<file path="src/rtl/riscv_lsu.sv">
// Load-store unit: sequences one core memory access over a ready/rvalid data port.
// Latency: 2 cycles minimum (issue+accept, response, DONE); stall held until DONE.
// Backpressure: holds req/addr/be/wd while mem_ready_i is low; watchdog aborts stuck accesses.
module riscv_lsu #(
    parameter int unsigned TIMEOUT = 255
) (
    input  logic        clk_i,
    input  logic        rst_ni,
    input  logic        core_req_i,
    input  logic        core_we_i,
    input  logic [2:0]  core_size_i,
    input  logic [31:0] core_addr_i,
    input  logic [31:0] core_wd_i,
    output logic [31:0] core_rd_o,
    output logic        core_stall_o,
    output logic        lsu_err_o,
    output logic        mem_req_o,
    output logic        mem_we_o,
    output logic [3:0]  mem_be_o,
    output logic [31:0] mem_addr_o,
    output logic [31:0] mem_wd_o,
    input  logic        mem_ready_i,
    input  logic        mem_rvalid_i,
    input  logic [31:0] mem_rd_i
);
    localparam logic [1:0] S_IDLE = 2'd0;
    localparam logic [1:0] S_REQ  = 2'd1;
    localparam logic [1:0] S_WAIT = 2'd2;
    localparam logic [1:0] S_DONE = 2'd3;

    localparam int unsigned   CW       = (TIMEOUT > 1) ? $clog2(TIMEOUT) : 1;
    localparam logic [CW-1:0] CNT_LAST = CW'(TIMEOUT - 1);

    logic [1:0]    state_q, state_d;
    logic [CW-1:0] cnt_q, cnt_d;
    logic [31:0]   rd_q, rd_d;
    logic          err_q, err_d;

    logic [1:0]  off;
    logic        bad, tmo, mem_req;
    logic [3:0]  be;
    logic [31:0] wd, lane, ld_data;

    assign off = core_addr_i[1:0];
    assign tmo = (TIMEOUT != 0) && (cnt_q == CNT_LAST);

    always_comb begin
        case (core_size_i)
            3'd0, 3'd4: bad = 1'b0;
            3'd1, 3'd5: bad = off[0];
            3'd2:       bad = |off;
            default:    bad = 1'b1;
        endcase
    end

    always_comb begin
        be = 4'b1111;
        wd = core_wd_i;
        case (core_size_i[1:0])
            2'd0: begin
                be = 4'b0001 << off;
                wd = {4{core_wd_i[7:0]}};
            end
            2'd1: begin
                be = off[1] ? 4'b1100 : 4'b0011;
                wd = {2{core_wd_i[15:0]}};
            end
            default: ;
        endcase
    end

    assign lane = mem_rd_i >> {off, 3'b000};

    always_comb begin
        case (core_size_i)
            3'd0:    ld_data = {{24{lane[7]}}, lane[7:0]};
            3'd1:    ld_data = {{16{lane[15]}}, lane[15:0]};
            3'd4:    ld_data = {24'b0, lane[7:0]};
            3'd5:    ld_data = {16'b0, lane[15:0]};
            default: ld_data = mem_rd_i;
        endcase
    end

    always_comb begin
        state_d = state_q;
        cnt_d   = cnt_q;
        rd_d    = rd_q;
        err_d   = err_q;
        mem_req = 1'b0;
        case (state_q)
            S_IDLE: begin
                cnt_d = '0;
                if (core_req_i) begin
                    if (bad) begin
                        state_d = S_DONE;
                        err_d   = 1'b1;
                        rd_d    = '0;
                    end else begin
                        mem_req = 1'b1;
                        state_d = mem_ready_i ? S_WAIT : S_REQ;
                    end
                end
            end
            S_REQ: begin
                mem_req = 1'b1;
                cnt_d   = cnt_q + CW'(1);
                if (mem_ready_i) begin
                    state_d = S_WAIT;
                end else if (tmo) begin
                    state_d = S_DONE;
                    err_d   = 1'b1;
                    rd_d    = '0;
                end
            end
            S_WAIT: begin
                cnt_d = cnt_q + CW'(1);
                if (mem_rvalid_i) begin
                    state_d = S_DONE;
                    err_d   = 1'b0;
                    rd_d    = core_we_i ? 32'h0 : ld_data;
                end else if (tmo) begin
                    state_d = S_DONE;
                    err_d   = 1'b1;
                    rd_d    = '0;
                end
            end
            default: state_d = S_IDLE;
        endcase
    end

    always_ff @(posedge clk_i or negedge rst_ni) begin
        if (!rst_ni) begin
            state_q <= S_IDLE;
            cnt_q   <= '0;
            rd_q    <= '0;
            err_q   <= 1'b0;
        end else begin
            state_q <= state_d;
            cnt_q   <= cnt_d;
            rd_q    <= rd_d;
            err_q   <= err_d;
        end
    end

    // Bus fields are zeroed whenever no request is outstanding so the port is quiet.
    assign mem_req_o    = mem_req;
    assign mem_we_o     = mem_req & core_we_i;
    assign mem_be_o     = mem_req ? be : 4'b0000;
    assign mem_addr_o   = mem_req ? {core_addr_i[31:2], 2'b00} : 32'h0;
    assign mem_wd_o     = mem_req ? wd : 32'h0;
    assign core_stall_o = core_req_i & (state_q != S_DONE);
    assign lsu_err_o    = err_q & (state_q == S_DONE);
    assign core_rd_o    = rd_q;
endmodule

</file>
<file path="config.mk">
export PLATFORM = sky130hd
export DESIGN_NAME = riscv_lsu
export DESIGN_NICKNAME = d
export VERILOG_FILES = /design/src/rtl/riscv_lsu.sv
export SDC_FILE = /design/constraint.sdc
export NUM_CORES = 1
export LEC_CHECK = 0
export CAP_MARGIN = 10
export CORE_ASPECT_RATIO = 0.9
export CORE_UTILIZATION = 40
export CTS_BUF_LIST = sky130_fd_sc_hd__clkbuf_16
export CTS_CLUSTER_DIAMETER = 120
export DETAILED_ROUTE_END_ITERATION = 10
export MAX_ROUTING_LAYER = met4
export PLACE_DENSITY = 0.83
export SYNTH_ARGS = -nofsm -noshare
export SYNTH_HDL_FRONTEND = slang
export SYNTH_SLANG_ARGS = --single-unit
</file>
<file path="constraint.sdc">
create_clock -name clk_i -period 2.7 [get_ports clk_i]
set_input_delay 0.27 -clock clk_i [delete_from_list [all_inputs] [get_ports clk_i]]
set_output_delay 0.27 -clock clk_i [all_outputs]
set_load 0.02 [all_outputs]
</file>
==> summary.md, run 1 <==
| Metric | Value |
|---|---|
| Status | `completed` |
| Total global routing overflow | `0` |
| Fill cell count | `781` |
| Highest clock rate | `0.384 GHz` |
| Slowest cell delay on critical path | `0.61 ns` |
| Leakage | `0.00280 µW` |
| Sw frac | `0.449` |
| HP Class | `input pin to async pin` |
| Skew final | `0.00277 ns` |
| Final min period | `2.60 ns` |
| Post-DRT Antenna Nets | `0` |
| Worst vdd ir | `296 µV` |
| Fin. max-slew vios | `0` |
| Port Buffer Count | `206` |
| Yosys cell types | `58` |
| Synth Flop Type | `dfrtp_1` |
| Clock transition at the registers of the reported paths | `0.06 ns` |
| WL/cell | `18.3 µm` |
| Htree depth | `2` |
| CTS tree | `done` |
| Layout cells sized above 1 | `0.0703` |
| Avg Cell Area, Syn | `8.18 µm²` |
| Clk pwr share | `0.172` |
| DRC | `0` |
| Initial Util | `0.411` |
| Worst path top cell family by delay | `buffers and inverters` |
| Area of the multi-input gates | `0.00242 mm²` |
| Max FO, Critical Path | `32` |
| Routed vias/inst | `5.53` |
| # diodes | `0` |
| Top cell by count, worst path | `clkdlybuf4s50_1` |
| Total number of vias | `4,291` |
| Reg2reg setup slack | `0.26 ns` |
| Core area | `0.00913 mm²` |
| MaxCap Viol Count | `0` |
| Max-slew headroom | `0.357` |
| Final Setup Violations | `0` |
| Final period util | `0.965` |
| P per Cell Area | `663 mW/mm²` |
| Comb pwr share | `0.614` |
| WP data arrival | `2.33 ns` |
| Final hold slack | `0.138 ns` |
| Mapped Area | `0.00375 mm²` |
| Area Overhead vs Synth | `60.1%` |
| Buffers and inverters on the worst path | `4` |
| Fraction of synthesis flops using an asynchronous set or reset pin | `1.00` |
| First-pass detailed-route iteration total | `5` |
| Post-layout util | `0.658` |
| DIE WIDTH | `104 µm` |
| Clock buffer depth | `2` |
| Iteration-0 DRC Markers | `363` |
| Final hold vios | `0` |
| CP Capture Type | `output port` |
| Vias in the first global route | `4,231` |
| Reg area | `0.00108 mm²` |
| First-pass GRT wire length | `22,400 µm` |
| RSZ-0062 raised after global routing | `no` |
| CTS root buf | `clkbuf_16` |
| GP Congestion | `0.954` |
| #FFs+latches synth | `43` |
| Crit-path cells | `clkdlybuf4s50_1, nor4_4, o21ai_4, o21ba_2, inv_2, buf_12, clkdlybuf4s50_1` |
| Clk Latency, worst-skew pair | `0.28 ns` |
| Hpwl dp | `11,100 µm` |
| Least-Margin Pin Slew | `0.964 ns` |
| Critical Setup Path Class | `input pin to output port` |
| P_int | `2190 µW` |
| Clk sinks | `43` |
| Fin nets | `766` |
| Final wirelength | `14,200 µm` |
| EDFF count, synth | `0` |
| Die span in y | `93.8 µm` |
| Initial antenna violation count | `0` |
| Mapped Cells | `458` |
| CP required | `2.43 ns` |
| Overall routing resource usage | `0.296` |
| Leading cell types in the layout, fill and taps excluded | `137 x clkdlybuf4s50_1, 67 x dlygate4sd2_1, 62 x nand2_1` |
| CP Launch Type | `input pin` |
| Row Count | `33` |
| Post-synthesis sequential area ratio | `0.287` |
| Cts bufs inserted | `5` |
| Largest net degree at the start of global routing | `44` |
| Slowest-stage cell, CP | `clkdlybuf4s50_1` |
| Synth Warn # | `0` |
| IO Pins | `209` |
| Die ar. | `0.00976 mm²` |
| NetSw | `1790 µW` |
| Commonest non-fill, non-tap cell in the layout | `clkdlybuf4s50_1` |
| Sequential Power Share | `0.214` |
## final timing paths
kind | endpoint | cells after the start | start
max in group asynchronous | core_rd_o[27] | 1 | rst_ni
hold reg to reg | core_rd_o[19] | 1 | core_rd_o[19]
hold / removal | core_rd_o[19] | 1 | rst_ni
setup / recovery | mem_req_o | 7 | core_size_i[0]
setup reg to reg | core_rd_o[7] | 6 | state_q[1]
min in group clk_i | core_rd_o[19] | 1 | core_rd_o[19]
## sequential cells by signal (all words and copies together) (netlist names)
name / flops
core_rd_o: 32
cnt_q: 8
state_q: 2
err_q: 1
## repair_timing
item                       CTS  global route
resized for setup           68             0
setup endpoints to repair   67             0
hold buffers                 0             0
buffers inserted             1             0
hold endpoints to repair     0             0
## cell families (layout without fill, tap and decap cells)
group,count (synthesis),after routing,synth area share
mux,37,37,0.102
buf+inv,54,249,0.0728
fa+ha+maj,8,8,0.0267
other cells,1,2,0.00100
xor+xnor,2,2,0.00467
compound gates,113,113,0.231
simple gates,200,200,0.275
flops,43,43,0.287
## power by group through the flow
stage,Combinational [µW],Clock (µW),Sequential [µW]
floorplan,1400,0,913
global placement,2540,0,854
detailed placement,2590,0,859
CTS,2430,694,850
global route,2620,722,867
finish,2440,685,851
## per-layer routing
layer / wire (µm) / track usage / vias to the layer above
li1: - / - / 2014
met1: 6320 / 0.408 / 2004
met2: 6580 / 0.459 / 244
met3: 1030 / 0.0485 / 29
met4: 255 / 0.0643 / 0
met5: 0 / - / -
## metrics by stage
stage	cell area [µm²]	setup slack (ns)	power [µW]	TNS, ns	instances
global placement	5910	-0.0822	3390	-0.161	767
detailed placement	5910	-0.111	3450	-2.66	767
finish	6000	0.0953	3980	0	776
global route	6000	0.0264	4210	0	776
floorplan	3750	0.729	2320	0	459
CTS	6000	0.0807	3970	0	776
## final cells by class
class,count,area share
Multi-Input combinational cell,362,0.404
Timing Repair Buffer,226,0.355
Sequential cell,43,0.179
Tap cell,122,0.0254
Clock buffer,5,0.0208
Inverter,15,0.00938
Clock inverter,3,0.00646
## cell usage after synthesis (14+ instances only)
library cell	n	share of area
a21oi_1	23	0.031
buf_2	14	0.019
dfrtp_1	43	0.29
o21ai_0	15	0.020
inv_1	14	0.014
and2_1	40	0.067
o2bb2ai_1	36	0.084
nor2_1	36	0.036
nand2_1	62	0.062
mux2i_1	36	0.096
nand3_1	19	0.025
nor3b_1	16	0.032
## worst reg2reg max path, cell delays in order (launching register included)
cell and delay (ns):
dfrtp_1 0.47, inv_1 0.10, ha_2 0.42, inv_1 0.14
o311ai_4 0.72, buf_4 0.34, o2bb2ai_1 0.16
(Power assumes the default switching activity.)
==> run 2, diff against run 1 <==
--- a/config.mk
+++ b/config.mk
@@ -16,3 +16,4 @@
 export SYNTH_ARGS = -nofsm -noshare
 export SYNTH_HDL_FRONTEND = slang
 export SYNTH_SLANG_ARGS = --single-unit
+export TNS_END_PERCENT = 50
==> results of run 2 <==
Final layout, timing and power as in run 1 (identical DEF).
==> run 3, diff against run 2 <==
--- a/config.mk
+++ b/config.mk
@@ -7,12 +7,12 @@
 export LEC_CHECK = 0
 export CAP_MARGIN = 10
 export CORE_ASPECT_RATIO = 0.9
-export CORE_UTILIZATION = 40
+export CORE_UTILIZATION = 38
 export CTS_BUF_LIST = sky130_fd_sc_hd__clkbuf_16
 export CTS_CLUSTER_DIAMETER = 120
 export DETAILED_ROUTE_END_ITERATION = 10
 export MAX_ROUTING_LAYER = met4
-export PLACE_DENSITY = 0.83
+export PLACE_DENSITY = 0.79
 export SYNTH_ARGS = -nofsm -noshare
 export SYNTH_HDL_FRONTEND = slang
 export SYNTH_SLANG_ARGS = --single-unit
==> run 3 against run 2 <==
Compared with the run above:
- hold slack better by 0.0044 ns
- non-clock buffer count unchanged
- flip-flop and latch count unchanged
- highest routed layer unchanged
- clock skew up 0.0012 ns
- die area up 5.2%
- cell count up 0.52%
- global-route usage down 3.8 points
==> summary.md, run 3 (synthesized netlist as in run 1, its figures left out) <==
| Metric | Value |
|---|---|
| Vias in the first global route | `3,894 (-8.0%)` |
| GP Congestion | `0.895 (-6.2%)` |
| Area Overhead vs Synth | `64.2%` |
| Fin. max-slew vios | `0 (unchanged)` |
| Highest clock rate | `0.381 GHz (-0.88%)` |
| Setup_tns | `0 ns (unchanged)` |
| Clk Latency, worst-skew pair | `0.28 ns (about the same)` |
| Commonest non-fill, non-tap cell in the layout | `clkdlybuf4s50_1` |
| Max FO, Critical Path | `10 (-69%)` |
| Reg-to-reg endpoint | `core_rd_o[11]` |
| Final min period | `2.63 ns (+0.0230 ns)` |
| CP Launch Type | `input pin` |
| Worst vdd ir | `428 µV (+45%)` |
| CP Capture Type | `output port` |
| Worst setup margin | `0.0723 ns (-0.0230 ns)` |
| Final Setup Violations | `0 (unchanged)` |
| Layout cells sized above 1 | `0.0719 (+0.00153)` |
| Port Buffer Count | `206 (unchanged)` |
| Cts bufs inserted | `5 (unchanged)` |
| IO Pins | `209 (unchanged)` |
| Row Count | `34 (+3.0%)` |
| Max reg flops | `32 (unchanged)` |
| MaxCap Viol Count | `0 (unchanged)` |
| R2R Path Start | `state_q[1]` |
| # diodes | `0 (unchanged)` |
| CP required | `2.43 ns (about the same)` |
| Post-layout util | `0.640 (-0.0176)` |
| Clk sinks | `43 (unchanged)` |
| Routed vias/inst | `5.45 (-1.5%)` |
| Final period util | `0.973 (+0.00853)` |
| Clock transition at the registers of the reported paths | `0.06 ns (about the same)` |
| CTS root buf | `clkbuf_16` |
| Die span in y | `96.2 µm (+2.5%)` |
| Leakage | `0.00325 µW (+16%)` |
| Leading cell types in the layout, fill and taps excluded | `147 x clkdlybuf4s50_1, 62 x nand2_1, 43 x dfrtp_1` |
| Initial Util | `0.390 (-0.0209)` |
| CP startpoint | `core_size_i[0]` |
| R2R cell count | `6 (unchanged)` |
| First-pass detailed-route iteration total | `4 (-1)` |
| Final hold vios | `0 (unchanged)` |
| Fin nets | `766 (unchanged)` |
| WP data arrival | `2.36 ns (+0.03 ns)` |
| Iteration-0 DRC Markers | `304 (-16%)` |
| Hpwl dp | `10,500 µm (-5.3%)` |
| Core area | `0.00961 mm² (+5.4%)` |
| DRC | `0 (unchanged)` |
| P per Cell Area | `650 mW/mm² (-1.9%)` |
| Critical Setup Path Class | `input pin to output port` |
| Total global routing overflow | `0 (unchanged)` |
| Least-Margin Pin Slew | `1.00 ns (+0.0363 ns)` |
| DIE WIDTH | `107 µm (+2.6%)` |
| Clock buffer depth | `2 (unchanged)` |
| Max-slew headroom | `0.333 (-0.0242)` |
| Final wirelength | `13,700 µm (-3.2%)` |
| CTS tree | `done` |
| Htree depth | `2 (unchanged)` |
| Largest net degree at the start of global routing | `44 (unchanged)` |
| Status | `completed` |
| WL/cell | `17.6 µm (-3.7%)` |
| Die ar. | `0.0103 mm² (+5.2%)` |
| Total number of vias | `4,248 (-1.0%)` |
| CTS Hold Bufs | `0 (unchanged)` |
| First-pass GRT wire length | `20,000 µm (-11%)` |
| Pre-CTS WS | `-0.00127 ns (+0.110 ns)` |
| Overall routing resource usage | `0.258 (-0.0381)` |
| HP Class | `input pin to async pin` |
| Post-DRT Antenna Nets | `0 (unchanged)` |
| Reg2reg setup slack | `0.37 ns (+0.11 ns)` |
| Initial antenna violation count | `0 (unchanged)` |
| Skew final | `0.00395 ns (+0.00118 ns)` |
run 3: cell types whose count changed in the layout (fill, tap and decap cells not counted), sizes merged:
cell           previous run  this run
dlygate4sd2              67        16
dlymetal6s2s              0        41
clkdlybuf4s50           137       147
bufinv                    1         0
clkinvlp                  0         1
run 3: report_power, final:
part	switching [µW]	internal (µW)	total, µW
sequential	104	751	855
combinational	1420	1130	2560
clock	249	341	589
total	1780	2230	4000
run 3: per-layer routing:
| layer | routed length (µm) | GRT usage | vias to the layer above | part of all wire |
|---|---|---|---|---|
| li1 | - | - | 2004 | - |
| met1 | 5780 | 0.333 | 2019 | 0.42 |
| met2 | 6610 | 0.417 | 206 | 0.48 |
| met3 | 1160 | 0.0454 | 19 | 0.084 |
| met4 | 195 | 0.0753 | 0 | 0.014 |
| met5 | 0 | - | - | 0 |
run 3: repair_timing:
item | CTS | global route
pin swaps | 0 | 0
resized for setup | 17 | 42
setup endpoints to repair | 40 | 51
hold endpoints to repair | 0 | 0
setup buffers | 0 | 1
run 3: worst max-delay path, stage by stage:
cell	delay, ns
clkdlybuf4s50_1	0.46
nor4_4	0.36
o21ai_4	0.09
o21ba_2	0.22
inv_2	0.08
buf_4	0.15
and2_1	0.13
clkdlybuf4s50_1	0.59
run 3: stage by stage:
stage                     instances  power (µW)  cell area, µm²  hold WS [ns]
after detailed placement        771        3480            5920         0.476
after global routing            780        4240            6160         0.225
after global placement          771        3420            5920         0.468
after floorplan                 459        2320            3750       -0.0256
after CTS                       779        4040            6050         0.179
final                           780        4000            6160         0.143
run 3: worst max-delay path by stage:
stage                    endpoint  slack (ns)
finish              mem_addr_o[3]        0.07
global route        mem_addr_o[3]      -0.008
detailed placement    mem_wd_o[0]      -0.001
CTS                   mem_wd_o[7]       0.002
global placement      mem_wd_o[0]        0.03
floorplan            mem_wd_o[14]        0.73
run 3: area by class of cell:
class,count,area (µm²)
fillers,835,3460
multi-input cells,362,2420
repair buffers,226,2300
flip-flops and latches,43,1080
well taps,126,158
clock buffers,5,125
inverters,15,56.3
clock inverters,3,20.0
